### src/rtl/switch_enter_capture.sv
`default_nettype none
// ============================================================================
//  Module   : switch_enter_capture
//  Brief    : Synchronises and debounces a data-switch bank plus an enter
//             switch; each qualified enter edge pushes the debounced data word
//             into a show-ahead FIFO drained by the CPU, with a sticky
//             overflow flag for dropped entries.
//  Revision : 1.0 - initial release
// ============================================================================
module switch_enter_capture #(
   parameter int DATA_WIDTH         = 16,
   parameter int DEPTH              = 4,
   parameter int DEBOUNCE_CYCLES    = 16,
   parameter int CAPTURE_ON_RELEASE = 0
) (
   input  logic                           clock_i,
   input  logic                           reset_i,
   input  logic [DATA_WIDTH-1:0]          sw_data_i,
   input  logic                           sw_enter_i,
   input  logic                           rd_en_i,
   input  logic                           clr_ovf_i,
   output logic [DATA_WIDTH-1:0]          rd_data_o,
   output logic                           valid_o,
   output logic [$clog2(DEPTH+1)-1:0]     count_o,
   output logic                           overflow_o,
   output logic                           enter_level_o,
   output logic [DATA_WIDTH-1:0]          data_level_o
);

   // Enter switch travels as the MSB of the synchronised vector.
   localparam int c_VEC_W = DATA_WIDTH + 1;
   localparam int c_CNT_W = (DEBOUNCE_CYCLES > 1) ? $clog2(DEBOUNCE_CYCLES) : 1;
   localparam int c_PTR_W = $clog2(DEPTH);
   localparam int c_OCC_W = $clog2(DEPTH + 1);
   localparam logic [c_CNT_W-1:0] c_CNT_MAX = c_CNT_W'(DEBOUNCE_CYCLES - 1);
   localparam logic [c_OCC_W-1:0] c_FULL    = c_OCC_W'(DEPTH);

   // Synchroniser and debouncer state
   logic [c_VEC_W-1:0]    sync1_q, sync2_q, prev_q;
   logic [c_VEC_W-1:0]    stable_q, stable_d;
   logic [c_CNT_W-1:0]    cnt_q, cnt_d;
   logic                  armed_q, armed_d;
   logic                  enter_dly_q, enter_dly_d;

   // FIFO state
   logic [DATA_WIDTH-1:0] mem_q [DEPTH];
   logic [c_PTR_W-1:0]    wr_ptr_q, wr_ptr_d;
   logic [c_PTR_W-1:0]    rd_ptr_q, rd_ptr_d;
   logic [c_OCC_W-1:0]    count_q, count_d;
   logic                  ovf_q, ovf_d;

   // Combinational control
   logic                  same;
   logic                  load;
   logic                  enter_lvl;
   logic [DATA_WIDTH-1:0] data_lvl;
   logic                  cap_evt;
   logic                  pop;
   logic                  full;
   logic                  wr;
   logic                  drop;

   assign enter_lvl = stable_q[c_VEC_W-1];
   assign data_lvl  = stable_q[DATA_WIDTH-1:0];

   // Debounce qualification, arming and capture-edge detection
   always_comb begin
      same        = (sync2_q == prev_q);
      load        = same && (cnt_q == c_CNT_MAX);
      cnt_d       = cnt_q;
      stable_d    = stable_q;
      armed_d     = armed_q;
      enter_dly_d = enter_dly_q;
      if (!same) begin
         cnt_d = '0;
      end else if (cnt_q != c_CNT_MAX) begin
         cnt_d = cnt_q + c_CNT_W'(1);
      end
      if (load) begin
         stable_d = sync2_q;
      end
      // Until the first qualified load the edge reference tracks the value
      // being loaded, so a switch already on at reset produces no entry.
      if (armed_q) begin
         enter_dly_d = enter_lvl;
      end else if (load) begin
         armed_d     = 1'b1;
         enter_dly_d = sync2_q[c_VEC_W-1];
      end
      if (CAPTURE_ON_RELEASE != 0) begin
         cap_evt = armed_q && enter_dly_q && !enter_lvl;
      end else begin
         cap_evt = armed_q && !enter_dly_q && enter_lvl;
      end
   end

   // FIFO push/pop arbitration, occupancy and overflow
   always_comb begin
      pop      = rd_en_i && (count_q != '0);
      full     = (count_q == c_FULL);
      wr       = cap_evt && (!full || pop);
      drop     = cap_evt && full && !pop;
      wr_ptr_d = wr_ptr_q;
      rd_ptr_d = rd_ptr_q;
      count_d  = count_q;
      ovf_d    = ovf_q;
      if (wr) begin
         wr_ptr_d = wr_ptr_q + c_PTR_W'(1);
      end
      if (pop) begin
         rd_ptr_d = rd_ptr_q + c_PTR_W'(1);
      end
      if (wr && !pop) begin
         count_d = count_q + c_OCC_W'(1);
      end else if (pop && !wr) begin
         count_d = count_q - c_OCC_W'(1);
      end
      // A drop in the same cycle as a clear request leaves the flag set.
      if (drop) begin
         ovf_d = 1'b1;
      end else if (clr_ovf_i) begin
         ovf_d = 1'b0;
      end
   end

   // Control and status registers
   always_ff @(posedge clock_i) begin
      if (reset_i) begin
         sync1_q     <= '0;
         sync2_q     <= '0;
         prev_q      <= '0;
         cnt_q       <= '0;
         stable_q    <= '0;
         armed_q     <= 1'b0;
         enter_dly_q <= 1'b0;
         wr_ptr_q    <= '0;
         rd_ptr_q    <= '0;
         count_q     <= '0;
         ovf_q       <= 1'b0;
      end else begin
         sync1_q     <= {sw_enter_i, sw_data_i};
         sync2_q     <= sync1_q;
         prev_q      <= sync2_q;
         cnt_q       <= cnt_d;
         stable_q    <= stable_d;
         armed_q     <= armed_d;
         enter_dly_q <= enter_dly_d;
         wr_ptr_q    <= wr_ptr_d;
         rd_ptr_q    <= rd_ptr_d;
         count_q     <= count_d;
         ovf_q       <= ovf_d;
      end
   end

   // FIFO storage; contents need no reset because the output is masked by valid
   always_ff @(posedge clock_i) begin
      if (wr) begin
         mem_q[wr_ptr_q] <= data_lvl;
      end
   end

   assign valid_o       = (count_q != '0);
   assign rd_data_o     = valid_o ? mem_q[rd_ptr_q] : '0;
   assign count_o       = count_q;
   assign overflow_o    = ovf_q;
   assign enter_level_o = enter_lvl;
   assign data_level_o  = data_lvl;

endmodule
`default_nettype wire

### config.mk
export PLATFORM = sky130hd
export DESIGN_NAME = switch_enter_capture
export DESIGN_NICKNAME = d
export VERILOG_FILES = /design/src/rtl/switch_enter_capture.sv
export SDC_FILE = /design/constraint.sdc
export NUM_CORES = 1
export LEC_CHECK = 0
export CAP_MARGIN = 20
export CORE_MARGIN = 8
export CORE_UTILIZATION = 28
export CTS_CLUSTER_DIAMETER = 30
export CTS_CLUSTER_SIZE = 12
export DETAILED_ROUTE_END_ITERATION = 8
export SYNTH_ARGS = -nofsm -noshare
export SYNTH_HDL_FRONTEND = slang
export SYNTH_SLANG_ARGS = --single-unit
### constraint.sdc
create_clock -name clock_i -period 2.6 [get_ports clock_i]
set_input_delay 0.52 -clock clock_i [delete_from_list [all_inputs] [get_ports clock_i]]
set_output_delay 0.52 -clock clock_i [all_outputs]
set_load 0.03 [all_outputs]
Yosys cells after proc, flatten, opt, wreduce, memory -nomap -nowiden
Memories as Yosys holds them, arrays and structs flattened. A register that Yosys moved wholly into a read port is not among the register bits. Index checks and enable logic that the tools add are counted.

Register bits: 82. RAM bits: 64. Input port bits: 21. Memories: 1.

Memories: mem_q (words 4, width 16, read ports 1, clocked after Yosys merged registers in 1, wr ports 1, line 46) `logic [DATA_WIDTH-1:0] mem_q [DEPTH];`.

$add $sub $neg: 5. Equal/unequal tests: 4. Multiplexer cells: 13. Bitwise gates (word level): 1. Reductions and logical operators: 19.

Operators with widths (count): $eq 17x17->1 (1); $mux 16 (1); $logic_and 1x1->1 (9); $mux 1 (8); $mux 3 (2); $reduce_bool 2->1 (3); $add 2x1->2 const B (2); $add 4x1->4 const B (1); $eq 4x4->1 const B (1); $logic_not 1->1 (4); $mux 2 (2); $ne 4x4->1 const B (1); $add 3x1->3 const B (1); $eq 3x3->1 const B (1); $reduce_bool 3->1 (1); $sub 3x1->3 const B (1); $reduce_or 2->1 (1); $logic_or 1x1->1 (1); $not 1->1 (1).

Logic depth before layout (Yosys ltp)
Gate-level depths: netlist of the first run.

Depth after elaboration: 8. Mapped depth: 9.

Worst setup path before layout of the first run
Ideal clock, no wire load.

Path type: reg-to-reg. Start point: reg count_q[0] (netlist: count_o[0]). End point: reg count_q[2] (netlist: count_o[2]). Arrival time: 2442 ps. Data required time: 2530 ps. Path slack: 88 ps. Stages on the path, launching flop included: 9. Path buffers: 0. Cells stage by stage: dfxtp_1 -> nor4b_1 -> nor3_1 -> ha_1 -> inv_1 -> fa_1 -> xor2_1 -> or3_1 -> a21oi_1.

Cells in the longest elaborated chain, start to end: 7. Elaborated cells on any way between the ends: 15. Classes of those cells: add/sub (2); eq/ne (1); mux (2); reduce/logical (10).

Ends and longest elaborated chain: start: declaration (line 49) `logic [c_OCC_W-1:0] count_q, count_d;`; start signal: assignment (line 150) `count_q <= count_d;`; $eq 3x3->1 or $reduce_bool 3->1 (tied branches) (line 100, 99); $logic_not 1->1 or $logic_and 1x1->1 (tied branches) (line 101, 99); $logic_or 1x1->1 * (line 101) `wr = cap_evt && (!full || pop);`; $logic_and 1x1->1 * (line 101); via wr (line 60) `logic wr;`; $logic_not 1->1 (line 115) `end else if (pop && !wr) begin`; $logic_and 1x1->1 (line 115); $reduce_bool 2->1 (no source line).

Mark *: on every way through the listed nets, which the timed path passes. The rest lies on a longest branch. The select of a mux whose other input is x is not followed. A chain may end at the register's enable or synchronous reset.

==> run summary, run 1 <==
Status: finished, final reports clean
Main synth FF type: dfxtp_1
DIE AREA: 24000 um^2
Period utilization: 0.9647
Initial Util: 0.2813
Placement Rows: 51
Worst setup SP type: flip-flop
Crit path max fanout: 15
GR Overflow Total: 0
Pleak: 2.488 nW
Worst VDD drop: 0.0005587 V
Clock buffer depth: 2
WP data arrival: 1990 ps
Hold Buf Count CTS: 0
Seq cells post-synth: 148
Largest net degree at the start of global routing: 32
Post-synthesis instance area: 5403 um^2
Setup_tns: 0 ps
GRT Util Overall: 0.08561
Post-synthesis sequential area ratio: 0.6670
Async SR Flop Fraction: 0
N_diodes: 0
Synth-to-layout area growth: 26.96%
Post-synth EDFFs: 64
Worst min path class: flip-flop to flip-flop
Clk sinks: 148
DRC viols: 0
Avg Cell Area, Syn: 13.71 um^2
Power density over cell area: 900.8 nW/um^2
Initial antenna violation count: 0
Fmax: 0.3987 GHz
Skew-Pair Late Insertion Delay: 410 ps
Setup Skew: 8.223 ps
Final Hold Slack: 434.9 ps
Final ANT Viol Nets: 0
Hold Vio Cnt, Final: 0
Count of pins over their slew limit: 0
Worst Max-Slew Pin Slew: 783.2 ps
H-tree depth: 4
Worst Setup Path Type: flip-flop to primary output
Drt pass-1 iters: 4
Root buffer cell: clkbuf_16
Most common cell after layout, fill and taps aside: dfxtp_1
Detailed Place HPWL: 6.959 mm
Ports: 59
Vias in the first global route: 3067
Num CTS Buffers: 17
Reg clk slew, reported paths: 60 ps
Die Ht: 154.9 um
Setup violations, final: 0
Distinct cells, synth: 33
Fillers: 1855
Die width: 154.9 um
Vias per inst: 4.153
WL final: 9.827 mm
Commonest cells after routing, fill and taps aside: dfxtp_1 (84), edfxtp_1 (64), nor2b_1 (52)
Mapped Nets: 422
TritonCTS clock tree: done
Max Cap Violations: 0
Syn Inst Count: 394
Initial DRC Count: 106
Via count: 3065
Slew HR: 0.4779
Post-layout min period: 2508 ps
IO Port Bufs: 58
Worst path required time: 2080 ps
Core Footprint: 19210 um^2
Global-route wire length before repair: 15.96 mm
Layout cell share with drive strength beyond 1: 0.1395
Synth Warn #: 0
Design Power: 6.178 mW
Routed len/inst: 13.32 um
Critical Path Sink Type: primary output
GP Congestion: 0.7676
Nets@finish: 488
## timing repair
action,in CTS,in global routing
setup endpoints to repair,12,4
resized for setup,12,1
buffers inserted,0,3
## path summary, 6_finish.rpt
check,end,slack [ps],startpoint,cells after the start
worst max-delay path,rd_data_o[3],90,flip-flop,4
worst min register to register,sync2_q[8],430,sync1_q[8],1
worst max register to register,count_o[2],430,count_o[0],8
worst min-delay path,sync2_q[8],430,sync1_q[8],1
## sequential cells by signal, indices dropped and copies added, names as in the netlist, 2 cells and up, named ones only
name,cells
prev_q,17
cnt_q,4
sync2_q,17
wr_ptr_q,2
count_o,3
mem_q,64
stable_q,17
sync1_q,17
rd_ptr_q,2
## where the power goes
part | total, mW | switching (mW) | internal (mW)
registers | 2.53 | 0.0547 | 2.47
logic | 1.31 | 0.752 | 0.561
clock network | 2.34 | 0.918 | 1.42
## cell type report
type / count / area [um^2] / share of cell area
Clock buffer: 18 / 429.2 / 0.06257
Clock inverter: 14 / 148.9 / 0.02171
Inverter: 4 / 15.01 / 0.002189
Multi-Input combinational cell: 219 / 1677 / 0.2444
Sequential cell: 148 / 3603 / 0.5254
Tap cell: 265 / 331.6 / 0.04834
Timing Repair Buffer: 70 / 654.4 / 0.09540
## cell usage after synthesis, types with 6 or more instances
master | number | area [um^2]
nor2b_1 | 52 | 325.3
xor2_1 | 22 | 192.7
nand4_1 | 17 | 106.4
dfxtp_1 | 84 | 1682
ha_1 | 6 | 75.07
o21ai_0 | 18 | 90.09
edfxtp_1 | 64 | 1922
mux4_2 | 16 | 360.4
a21oi_1 | 20 | 100.1
clkbuf_1 | 16 | 60.06
and2_1 | 21 | 131.4
nor2_1 | 16 | 60.06
## metal layers
layer,GRT usage,vias to the layer above,share of wire
li1,-,1539,-
met1,0.1011,1453,0.45
met2,0.1378,65,0.47
met3,0.03606,8,0.062
met4,0.02940,0,0.0090
met5,0,-,0
## stage by stage
stage | util | instances | cell area [um^2] | setup WS, ps
after floorplan | - | 394 | 5403 | 87.76
after global placement | 0.3266 | 703 | 6272 | -15.35
after detailed placement | 0.3266 | 703 | 6272 | -128.2
after CTS | 0.3559 | 735 | 6835 | 28.16
after global routing | 0.3571 | 738 | 6859 | -1.882
final | 0.3571 | 738 | 6859 | 91.90
## kinds of logic after synthesis
group / share of synthesized area
AO/OA/AOI/OAI: 0.04007
XOR/XNOR: 0.03729
adder cells (fa/ha/maj): 0.01760
buffers and inverters: 0.02269
flip-flops: 0.6670
multiplexers: 0.07226
AND/OR/NAND/NOR: 0.1431
## worst max-delay path, stage by stage, from the launching register on
cell and delay, ps:
dfxtp_1 350, buf_12 180, mux4_2 530, and2_1 170, dlygate4sd2_1 350
Note: power is estimated with default switching activity, not from simulation.
==> run 2, diff against run 1 <==
--- a/config.mk
+++ b/config.mk
@@ -11,6 +11,7 @@
 export CTS_CLUSTER_DIAMETER = 30
 export CTS_CLUSTER_SIZE = 12
 export DETAILED_ROUTE_END_ITERATION = 8
+export REMOVE_ABC_BUFFERS = 1
 export SYNTH_ARGS = -nofsm -noshare
 export SYNTH_HDL_FRONTEND = slang
 export SYNTH_SLANG_ARGS = --single-unit
==> run 2 against run 1 <==
Against the previous run:
- hold slack lost 0.90 ps
- register-to-register slack lost 70 ps
- clock skew shrank 1.8 ps
- clock power grew 5%
- non-clock buffer count shrank 1
- sequential share of layout area is essentially flat
- core utilization is essentially flat
- critical path type unchanged
- clock-buffer cell count grew 2
- final area is essentially flat
- total power grew 2.6%
==> run summary, run 2 (same netlist as run 1, synthesis figures left out) <==
Setup violations, final: 0 (unchanged)
Routing usage on met2: 0.1497 (was 0.1378)
Flop2flop setup slack: 360 ps (was 430 ps)
Die Ht: 154.9 um (unchanged)
Vias per inst: 4.179 (was 4.153)
Global-route wire length before repair: 16.48 mm (was 15.96 mm)
Core Footprint: 19210 um^2 (unchanged)
Detailed Place HPWL: 7.046 mm (was 6.959 mm)
Top reg by flops: mem_q (unchanged)
Crit path max fanout: 16 (was 15)
Synth-to-layout area growth: 26.93% (was 26.96%)
Reg2reg start: count_o[0] (unchanged)
WP data arrival: 1950 ps (was 1990 ps)
Pleak: 2.495 nW (was 2.488 nW)
Routed len/inst: 13.64 um (was 13.32 um)
GRT Util Overall: 0.08952 (was 0.08561)
Hold Startpoint: sync1_q[8] (unchanged)
Setup Skew: 6.445 ps (was 8.223 ps)
Initial Util: 0.2813 (unchanged)
Initial DRC Count: 112 (was 106)
Drt pass-1 iters: 4 (unchanged)
Final instance area: 6858 um^2 (was 6859 um^2)
Die width: 154.9 um (unchanged)
GR Overflow Total: 0 (unchanged)
WL final: 10.05 mm (was 9.827 mm)
Worst Setup Path Type: flip-flop to primary output (unchanged)
Initial antenna violation count: 0 (unchanged)
RSZ-0062 raised after global routing: false
Period utilization: 0.9485 (was 0.9647)
Root buffer cell: clkbuf_16 (unchanged)
Post-layout min period: 2466 ps (was 2508 ps)
Worst min path class: flip-flop to flip-flop (unchanged)
Worst Hold Path Cells: 1 (unchanged)
DIE AREA: 24000 um^2 (unchanged)
Status: finished, final reports clean (unchanged)
Count of pins over their slew limit: 0 (unchanged)
GP Congestion: 0.7225 (was 0.7676)
Final Hold Slack: 434.0 ps (was 434.9 ps)
Skew-Pair Late Insertion Delay: 420 ps (was 410 ps)
Reg2Reg Capture Point: count_o[2] (unchanged)
Layout cell share with drive strength beyond 1: 0.1610 (was 0.1395)
Largest net degree at the start of global routing: 53 (was 32)
Placement Rows: 51 (unchanged)
Slew HR: 0.4620 (was 0.4779)
H-tree depth: 4 (unchanged)
Critical Path Sink Type: primary output (unchanged)
Most common cell after layout, fill and taps aside: dfxtp_1 (unchanged)
N_diodes: 0 (unchanged)
Power density over cell area: 924.2 nW/um^2 (was 900.8 nW/um^2)
Via count: 3080 (was 3065)
M1 GR Usage: 0.09779 (was 0.1011)
Final ANT Viol Nets: 0 (unchanged)
Nets@finish: 487 (was 488)
DRC viols: 0 (unchanged)
Fmax: 0.4055 GHz (was 0.3987 GHz)
Max FFs per register: 64 (unchanged)
GR peak layer: met2 (unchanged)
Max Cap Violations: 0 (unchanged)
Hold Buf Count CTS: 0 (unchanged)
Worst setup SP type: flip-flop (unchanged)
GR Layer Usage met3: 0.03856 (was 0.03606)
Worst path required time: 2080 ps (about the same)
Clk sinks: 148 (unchanged)
IO Port Bufs: 58 (unchanged)
Commonest cells after routing, fill and taps aside: dfxtp_1 (84), edfxtp_1 (64), nor2b_1 (52) (unchanged)
Ports: 59 (unchanged)
Fillers: 1890 (was 1855)
Vias in the first global route: 3218 (was 3067)
Num CTS Buffers: 17 (unchanged)
Dpl cell area: 6257 um^2 (was 6272 um^2)
Sequential Area: 3603 um^2 (unchanged)
Hold Vio Cnt, Final: 0 (unchanged)
Reg clk slew, reported paths: 50 ps (was 60 ps)
Hold Path Sink: sync2_q[8] (unchanged)
R2R cell count: 8 (unchanged)
Clock buffer depth: 2 (unchanged)
Area of the multi-input gates: 1677 um^2 (unchanged)
Worst Max-Slew Pin Slew: 807.0 ps (was 783.2 ps)
Worst VDD drop: 0.0004735 V (was 0.0005587 V)
TritonCTS clock tree: done (unchanged)
run 2: metrics by stage:
| stage | instances | power, mW | worst slack [ps] | utilization | setup TNS (ps) |
|---|---|---|---|---|---|
| after floorplan | 371 | 3.403 | 76.29 | - | 0 |
| after global placement | 705 | 3.925 | -33.98 | 0.3258 | -33.98 |
| after detailed placement | 705 | 3.957 | -198.1 | 0.3258 | -3627 |
| after CTS | 737 | 6.445 | 39.92 | 0.3569 | 0 |
| after global routing | 737 | 6.619 | 19.36 | 0.3570 | 0 |
| final | 737 | 6.338 | 133.8 | 0.3570 | 0 |
run 2: layout make-up:
class | count | share of cell area
inverter | 4 | 0.002189
multi-input combinational | 219 | 0.2445
clock inverter | 12 | 0.02354
tap | 265 | 0.04835
timing repair buffer | 69 | 0.09232
sequential | 148 | 0.5255
clock buffer | 20 | 0.06367
run 2: layer usage:
metal  vias up  routed length, um
li1       1535                  -
met1      1468               4350
met2        62               5028
met3        15                502
met4         0                172
met5         -                  0
run 2: worst max path at each step:
stage	to	slack (ps)	from
6_report	rd_data_o[6]	130	flip-flop
5_1_grt	rd_data_o[3]	20	flip-flop
4_1_cts	valid_o	40	count_o[1]
3_5_place_dp	count_o[2]	-200	rd_en_i
3_3_place_gp	count_o[2]	-30	rd_en_i
2_1_floorplan	count_o[2]	80	count_o[1]
run 2: worst max-delay path, stage by stage (launching register included):
cell and delay (ps):
dfxtp_1 310, buf_4 310, mux4_2 560, and2_1 180
buf_4 160
run 2: repair_timing:
item / in CTS / in global routing
endpoints found under the setup margin: 0 / 1
setup buffers: 0 / 0
gates resized for setup: 0 / 1
run 2: power breakdown:
part | leakage [nW] | internal [mW] | switching, mW
clock | 0.295 | 1.59 | 0.875
combinational | 0.922 | 0.567 | 0.783
sequential | 1.28 | 2.47 | 0.0521
total | 2.50 | 4.63 | 1.71
==> run 3, diff against run 2 <==
--- a/config.mk
+++ b/config.mk
@@ -8,7 +8,6 @@
 export CAP_MARGIN = 20
 export CORE_MARGIN = 8
 export CORE_UTILIZATION = 28
-export CTS_CLUSTER_DIAMETER = 30
 export CTS_CLUSTER_SIZE = 12
 export DETAILED_ROUTE_END_ITERATION = 8
 export REMOVE_ABC_BUFFERS = 1
==> results of run 3 <==
Same layout as run 2: the final DEF is identical, and so are final timing and power.
